===== config.mk =====
export PLATFORM = sky130hd
export DESIGN_NAME = nmr_compare_v4
export DESIGN_NICKNAME = d
export VERILOG_FILES = /design/src/rtl/nmr_pkg.sv /design/src/rtl/nmr_majority.sv /design/src/rtl/nmr_compare_v4.sv
export SDC_FILE = /design/constraint.sdc
export NUM_CORES = 1
export LEC_CHECK = 0
export BUFFER_PORTS_ARGS = -buffer_cell sky130_fd_sc_hd__buf_4
export CAP_MARGIN = 0
export CORE_MARGIN = 2
export CORE_UTILIZATION = 50
export CTS_CLUSTER_SIZE = 40
export DETAILED_ROUTE_END_ITERATION = 6
export GPL_ROUTABILITY_DRIVEN = 0
export GPL_TIMING_DRIVEN = 1
export PLACE_DENSITY_LB_ADDON = 0.15
export SKIP_CTS_REPAIR_TIMING = 1
export SYNTH_ARGS = -nofsm -noshare
export SYNTH_HDL_FRONTEND = slang
export SYNTH_SLANG_ARGS = --single-unit

===== constraint.sdc =====
create_clock -name clk -period 2.61 [get_ports clk]
set_input_delay 0.261 -clock clk [delete_from_list [all_inputs] [get_ports clk]]
set_output_delay 0.261 -clock clk [all_outputs]
set_load 0.02 [all_outputs]

===== src/rtl/nmr_pkg.sv =====
// Shared types and helpers for the N-modular-redundancy comparator.
package nmr_pkg;

  typedef enum logic [1:0] {
    IDLE    = 2'd0,
    COLLECT = 2'd1,
    COMPARE = 2'd2,
    REPORT  = 2'd3
  } state_t;

  localparam logic MODE_STRICT = 1'b0;
  localparam logic MODE_MAJ    = 1'b1;

  // Index width that never collapses to zero bits.
  function automatic int unsigned clog2_min1(input int unsigned n);
    return (n > 1) ? $clog2(n) : 1;
  endfunction

endpackage


===== src/rtl/nmr_majority.sv =====
// Combinational majority voter: lowest channel agreeing with a strict majority wins.
module nmr_majority
  import nmr_pkg::*;
#(
  parameter int unsigned DATA_W = 32,
  parameter int unsigned N_CH   = 3
) (
  input  logic [N_CH*DATA_W-1:0]          channels,
  output logic                            winner_valid,
  output logic [clog2_min1(N_CH)-1:0]     winner_idx,
  output logic [N_CH-1:0]                 fault_mask
);

  localparam int unsigned IDX_W = clog2_min1(N_CH);
  localparam int unsigned AGR_W = $clog2(N_CH + 1);

  logic [DATA_W-1:0] ch    [N_CH];
  logic [AGR_W-1:0]  agree [N_CH];

  always_comb begin
    for (int i = 0; i < int'(N_CH); i++) begin
      ch[i] = channels[i*DATA_W +: DATA_W];
    end
  end

  // Number of channels equal to each channel, itself included.
  always_comb begin
    for (int i = 0; i < int'(N_CH); i++) begin
      agree[i] = '0;
      for (int j = 0; j < int'(N_CH); j++) begin
        if (ch[i] == ch[j]) agree[i] = agree[i] + AGR_W'(1);
      end
    end
  end

  // Scan downwards so the lowest qualifying index is the last one written.
  always_comb begin
    winner_valid = 1'b0;
    winner_idx   = '0;
    for (int i = int'(N_CH) - 1; i >= 0; i--) begin
      if (agree[i] > AGR_W'(N_CH / 2)) begin
        winner_valid = 1'b1;
        winner_idx   = IDX_W'(i);
      end
    end
  end

  always_comb begin
    fault_mask = '1;
    if (winner_valid) begin
      for (int i = 0; i < int'(N_CH); i++) begin
        fault_mask[i] = (ch[i] != ch[winner_idx]);
      end
    end
  end

endmodule


===== src/rtl/nmr_compare_v4.sv =====
// N-channel redundant result comparator with strict or majority compare,
// collection timeout, saturating mismatch counter and report interrupt.
module nmr_compare_v4
  import nmr_pkg::*;
#(
  parameter int unsigned DATA_W  = 32,
  parameter int unsigned N_CH    = 3,
  parameter int unsigned TIMEOUT = 255,
  parameter int unsigned CNT_W   = 16
) (
  input  logic                   clk,
  input  logic                   reset,
  input  logic [N_CH*DATA_W-1:0] data_in,
  input  logic [N_CH-1:0]        data_set,
  input  logic                   ack,
  input  logic                   mode,
  output logic                   is_match,
  output logic [DATA_W-1:0]      voted_out,
  output logic [N_CH-1:0]        fault_mask,
  output logic                   done,
  output logic                   timeout,
  output logic [CNT_W-1:0]       mismatch_count,
  output logic                   interrupt_prompt
);

  localparam int unsigned IDX_W = clog2_min1(N_CH);
  localparam int unsigned TMR_W = clog2_min1(TIMEOUT);

  state_t                 state, state_next;
  logic [N_CH-1:0]        data_set_q;
  logic [N_CH-1:0]        rise;
  logic [N_CH-1:0]        got;
  logic [N_CH*DATA_W-1:0] cap;
  logic [TMR_W-1:0]       timer;
  logic                   enter_report;

  logic                   win_valid;
  logic [IDX_W-1:0]       win_idx;
  logic [N_CH-1:0]        maj_mask;

  logic                   res_match;
  logic [DATA_W-1:0]      res_voted;
  logic [N_CH-1:0]        res_mask;

  assign rise = data_set & ~data_set_q;

  nmr_majority #(
    .DATA_W (DATA_W),
    .N_CH   (N_CH)
  ) u_majority (
    .channels     (cap),
    .winner_valid (win_valid),
    .winner_idx   (win_idx),
    .fault_mask   (maj_mask)
  );

  always_ff @(posedge clk) begin
    if (reset) state <= IDLE;
    else       state <= state_next;
  end

  // Complete collection wins over an expiring timer in the same cycle.
  always_comb begin
    state_next = state;
    case (state)
      IDLE:    if (|rise) state_next = COLLECT;
      COLLECT: begin
        if (&got)                               state_next = COMPARE;
        else if (timer == TMR_W'(TIMEOUT - 1))  state_next = REPORT;
      end
      COMPARE: state_next = REPORT;
      REPORT:  if (ack) state_next = IDLE;
      default: state_next = IDLE;
    endcase
  end

  assign enter_report = (state_next == REPORT) && (state != REPORT);

  // Result to latch on REPORT entry; the timeout path keeps the defaults.
  always_comb begin
    res_match = 1'b0;
    res_voted = '0;
    res_mask  = ~got;
    if (state == COMPARE) begin
      case (mode)
        MODE_STRICT: begin
          for (int i = 0; i < int'(N_CH); i++) begin
            res_mask[i] = (cap[i*DATA_W +: DATA_W] != cap[0 +: DATA_W]);
          end
          res_match = ~|res_mask;
          res_voted = cap[0 +: DATA_W];
        end
        MODE_MAJ: begin
          res_match = win_valid;
          res_voted = win_valid ? cap[int'(win_idx)*DATA_W +: DATA_W] : '0;
          res_mask  = maj_mask;
        end
        default: ;
      endcase
    end
  end

  always_ff @(posedge clk) begin
    if (reset) begin
      data_set_q       <= '0;
      got              <= '0;
      cap              <= '0;
      timer            <= '0;
      is_match         <= 1'b0;
      voted_out        <= '0;
      fault_mask       <= '0;
      done             <= 1'b0;
      timeout          <= 1'b0;
      mismatch_count   <= '0;
      interrupt_prompt <= 1'b0;
    end else begin
      data_set_q       <= data_set;
      interrupt_prompt <= enter_report;

      if (state == COLLECT) timer <= timer + TMR_W'(1);
      else                  timer <= '0;

      // Captures only while collecting; a repeated rise overwrites.
      if (state == IDLE || state == COLLECT) begin
        got <= got | rise;
        for (int i = 0; i < int'(N_CH); i++) begin
          if (rise[i]) cap[i*DATA_W +: DATA_W] <= data_in[i*DATA_W +: DATA_W];
        end
      end

      if (enter_report) begin
        is_match   <= res_match;
        voted_out  <= res_voted;
        fault_mask <= res_mask;
        timeout    <= (state == COLLECT);
        done       <= 1'b1;
        if (!res_match && mismatch_count != {CNT_W{1'b1}}) begin
          mismatch_count <= mismatch_count + CNT_W'(1);
        end
      end

      if (state == REPORT && ack) begin
        done     <= 1'b0;
        timeout  <= 1'b0;
        is_match <= 1'b0;
        got      <= '0;
      end
    end
  end

endmodule


# Word-level counts from Yosys, hierarchy flattened
# Cells that the tools add are included.
# W data, S select, Z words.
# classes
n_addsub	7
magnitude_cmp	4
n_eq_ne	18
n_shift	1
muxes	28
n_bitwise	7
reduce_logical	16
# op_table
cell	count
$eq A32 B32 Y1	6
$ne A32 B32 Y1	5
$mux W32	4
$shiftx A96 B8 Y32	1
$bmux W32 S2	1
$pmux W32 S2	1
$mux W2	11
$add A16 B1 Y16 const B	1
$ne A16 B16 Y1 const B	1
$add A8 B1 Y8 const B	1
$eq A8 B8 Y1 const B	1
$pmux W2 S4	1
$reduce_and A2 Y1	4
$add A2 B1 Y2 const B	3
$eq A2 B2 Y1 const B	3
$gt A2 B1 Y1 const B	3
$mux W1	6
$mux W3	2
$not A3 Y3	2
$pmux W3 S2	1
$reduce_or A2 Y1	3
$add A1 B1 Y2 const B	2
$and A3 B3 Y3	1
$ge A3 B3 Y1 const B	1
12 further kinds	16
# word_totals
reg_bits	167
input_bits	103

# Logic depth before layout (Yosys ltp)
# depth
ltp_word	17
depth_mapped	10
depth_no_buf	8

# Modules after synthesis
# A second synthesis with hierarchy kept.
# unflattened
cells_unflattened	1091
hier_area_um2	8642.0
# by_module_without_submodules
mod	instances	cells_each	area_per_inst_um2	seq_area_each_um2
nmr_compare_v4	1	955	7531.0	3343.2
nmr_majority	1	136	1111.1	0.0

# Worst setup path before layout
# Ideal clock, no wire load.
# synth_path
path_type	register -> register
startpoint	register mismatch_count[3]
endpoint	register mismatch_count[1]
arrival_ps	2256
t_required_ps	2482
setup_slack_ps	226
path_stages_with_launch	11
period_less_slack_ps	2384
cell_sequence	dfxtp_1 > and4_1 > and3_1 > and4_1 > nand2_1 > o21bai_1 > o31a_1 > clkbuf_1 > buf_2 > mux2i_1 > nor2_1
# synth_between
elab_chain_len	3
# synth_lines
item	line_no	rtl
start: declaration	nmr_compare_v4.sv:22	output logic [CNT_W-1:0] mismatch_count,
start signal: assignment	nmr_compare_v4.sv:138	mismatch_count <= mismatch_count + CNT_W'(1);
$ne A16 B16 Y1	nmr_compare_v4.sv:137	if (!res_match && mismatch_count != {CNT_W{1'b1}}) begin
$logic_and A1 B1 Y1	nmr_compare_v4.sv:137	
$reduce_and A2 Y1 (no source line)	n/a	
# No other way between the ends.
# A chain may end at the register's enable or synchronous reset.

# Worst setup path in the final report
# layout_path
startpoint	register timer[4]
endpoint	register mismatch_count[5]
# layout_between
elab_chain_len	7
# layout_lines
item	line_no	rtl
start: declaration	nmr_compare_v4.sv:34	logic [TMR_W-1:0] timer;
start signal: assignment	nmr_compare_v4.sv:120	if (state == COLLECT) timer <= timer + TMR_W'(1);
$eq A8 B8 Y1	nmr_compare_v4.sv:69	else if (timer == TMR_W'(TIMEOUT - 1)) state_next = REPORT;
$mux W2	nmr_compare_v4.sv:69	
$mux W2	nmr_compare_v4.sv:68	if (&got) state_next = COMPARE;
$pmux W2 S4	nmr_compare_v4.sv:65	case (state)
$eq A2 B2 Y1	nmr_compare_v4.sv:77	assign enter_report = (state_next == REPORT) && (state != REPORT);
$logic_and A1 B1 Y1	nmr_compare_v4.sv:77	
$reduce_and A2 Y1 (no source line)	n/a	
# No other way between the ends.

==> impl_results.md <==
- Status: finished, final reports clean
- Drt first-iter violations: 458
- Delay of the slowest critical-path stage: 0.51 ns
- CTS clock-pin slew for the worst setup and hold paths: ~0.060 ns
- Synthesized instance count: 886
- Buffer depth of the longest clock path: 2
- Final worst path period share: 0.962
- Top cells by count, synth: 238 x nand2_1, 167 x dfxtp_1, 113 x a21oi_1
- Area Growth Syn to Fin: 27.8%
- Slew @ Worst Pin: 0.703 ns
- Seq cells post-synth: ~170
- Post-synth ARST share: 0
- FF/Latch Area: 3340 µm²
- Pre-CTS setup slack: roughly 0.12 ns
- Setup TNS: 0 ns
- Diodes inserted: 0
- Clk_lat worst skew: approximately 0.43 ns
- Slew Limit Fails: 0
- WS Path Type: flip-flop to flip-flop
- Pwr Density: between 600 and 700 nW/µm²
- Synth Area per Inst: 8.24 µm²
- Footprint of the multi-input gates: ~3800 µm²
- Worst Path Required: slightly below 3 ns
- First-pass GRT wire length: 33300 µm
- Total die area: 15600 µm²
- Clock power frac: 0.425
- Post-synth EDFFs: 0
- Seq pwr share: 0.468
- Util after Layout: 0.649
- Final wirelength: 21200 µm
- Hold Crit Depth: 2
- Worst hold path type: input port to flip-flop
- Design area: around 9300 µm²
- Cell with the most instances after synthesis: nand2_1
- Clock tree root driver cell: clkbuf_16
- Clock period minus worst slack: 2.51 ns
- Worst vdd ir: roughly 0.45 mV
- CORE AREA: approximately 14000 µm²
- Final net count: 1136
- Global Route Usage Sum: 0.272
- Total number of vias: 6654
- Initial antenna violation count: 0
- Comb pwr share: 0.107
- Max-cap viol count: 0
- Sequential-to-total area share from yosys stat: 0.458
- Relative slew slack: 0.531
- Total CTS buffers: 17
- Area of the mapped netlist: 7300 µm²
- Worst Path Max Fanout: 30
- Synthesized net count: 992
- CP Capture Type: flip-flop
- Final Skew: roughly 0.0099 ns
- Chip width: 125 µm
- Critical Path, Cell by Cell: and3_4 -> and3_1 -> nand3_1 -> or4b_4 -> o21bai_1 -> o31a_1 -> buf_12 -> or4_1 -> a21oi_2
- RSZ-0062 raised after global routing: no
- Grt ovf: 0
- Placed inst area: 8710 µm²
- Endpoints failing hold: 0
- Tot Pwr: 5930 µW
- Remaining DRCs: 0
- Switching power: 1500 µW
- Slowest cell on the critical path: or4b_4
- H-Tree Level Count: 4
- Worst EP arrival: 2.87 ns
- Largest net degree at the start of global routing: 68
- Core Rows: 44
- Port-buffer cells: 157
- Synth warnings: 0
- Int Pwr: 4430 µW
- Via count of the first global-routing pass: 6379
- Max Freq: 0.398 GHz
- DR WL/cell: ~17 µm
- Yosys cell types: 38
- Setup ws final: 0.100 ns
- Initial Utilization: 0.508
- Leak Pwr: 0.00367 µW
- Final setup fails: 0
- Largest area contributor in the netlist: dfxtp_1
- CTS tree: built
- Worst setup SP type: flip-flop
- Num Clock Sinks: ~170
- IO Pins: 158
- Vias/cell: 5.42
- Number of nets with antenna violations after routing: 0
- Die Y: 125 µm
- Share of layout cells above drive strength 1: 0.213
- R2R depth: 9
- Drt pass-1 iters: 5
- Largest cells by area after synthesis: dfxtp_1 46%, nand2_1 12%, xnor2_1 7.8%, a21oi_1 7.7%, xor2_1 4.6%
- Prevailing post-synth register cell: dfxtp_1
- Switch share: 0.253
- Post-DP HPWL: 15100 µm
- Filler instances: approximately 1300
- Area share of the largest cell type after synthesis: 0.458
[worst max-delay path, delay by kind of cell (launching register included)]
family	cells	cell delay (ns)
flip-flops	1	0.35
buffers and inverters	1	0.17
AO/OA/AOI/OAI	3	0.44
AND/OR/NAND/NOR	5	1.48
[layer usage]
layer / global-route usage / share of wire
met2: 0.453 / 0.48
met1: 0.350 / 0.43
met5: 0 / 0
met3: 0.0662 / 0.068
met4: 0.0850 / 0.019
[final cells by class]
cell class	instances	share of cell area
Tap cell	184	0.0247
Inverter	6	0.00241
Sequential cell	167	0.358
Clock buffer	21	0.0504
Clock inverter	11	0.0133
Timing Repair Buffer	177	0.146
Multi-Input combinational cell	661	0.404
[kinds of logic after synthesis]
family / count (synthesis) / share of synthesized area
multiplexers: 33 / 0.0453
buffers and inverters: 58 / 0.0315
AND/OR/NAND/NOR: 343 / 0.205
XOR/XNOR: 103 / 0.124
adder cells (fa/ha/maj): 3 / 0.00514
flip-flops: 167 / 0.458
AO/OA/AOI/OAI: 179 / 0.131
[state kept, by name (all words and copies together), names as in the netlist]
name,cells
fault_mask,3
timeout,1
done,1
mismatch_count,16
voted_out,32
cap,96
state,2
interrupt_prompt,1
timer,8
data_set_q,3
is_match,1
got,3
[through the flow]
stage                     instances  hold WS [ns]
after floorplan                 886         0.389
after detailed placement       1195         0.446
final                          1227        0.0681
after global placement         1195         0.438
after CTS                      1227        0.0625
after global routing           1227        0.0706
[final timing paths]
check	startpoint	end	slack, ns
max	timer[4]$_SDFF_PP0_	mismatch_count[5]$_SDFFE_PP0P_	0.10
min	data_set[0]	data_set_q[0]$_SDFF_PP0_	0.07
max reg2reg	timer[4]$_SDFF_PP0_	mismatch_count[5]$_SDFFE_PP0P_	0.10
min reg2reg	voted_out[28]$_SDFFE_PP0P_	voted_out[28]$_SDFFE_PP0P_	0.46
[power by group through the flow]
| stage | combinational [µW] | clock [µW] | sequential (µW) |
|---|---|---|---|
| detailed placement | 622 | 0 | 2830 |
| global route | 692 | 2650 | 2780 |
| floorplan | 369 | 0 | 2790 |
| CTS | 626 | 2530 | 2770 |
| finish | 635 | 2520 | 2770 |
| global placement | 620 | 0 | 2820 |
[placed cells by master, fill, tap and decap left out, types with 4 or more instances in the layout]
master	n
xnor2_1	65
a21oi_1	112
inv_1	6
nand4_1	20
nor4_1	10
buf_4	174
nand3_1	12
nand2_1	238
dfxtp_1	166
and2_1	4
or3_1	14
mux2i_1	33
clkbuf_16	17
xor2_1	38
nor2_1	20
and3_1	5
o21ai_0	44
Note: power is estimated with default switching activity, not from simulation.
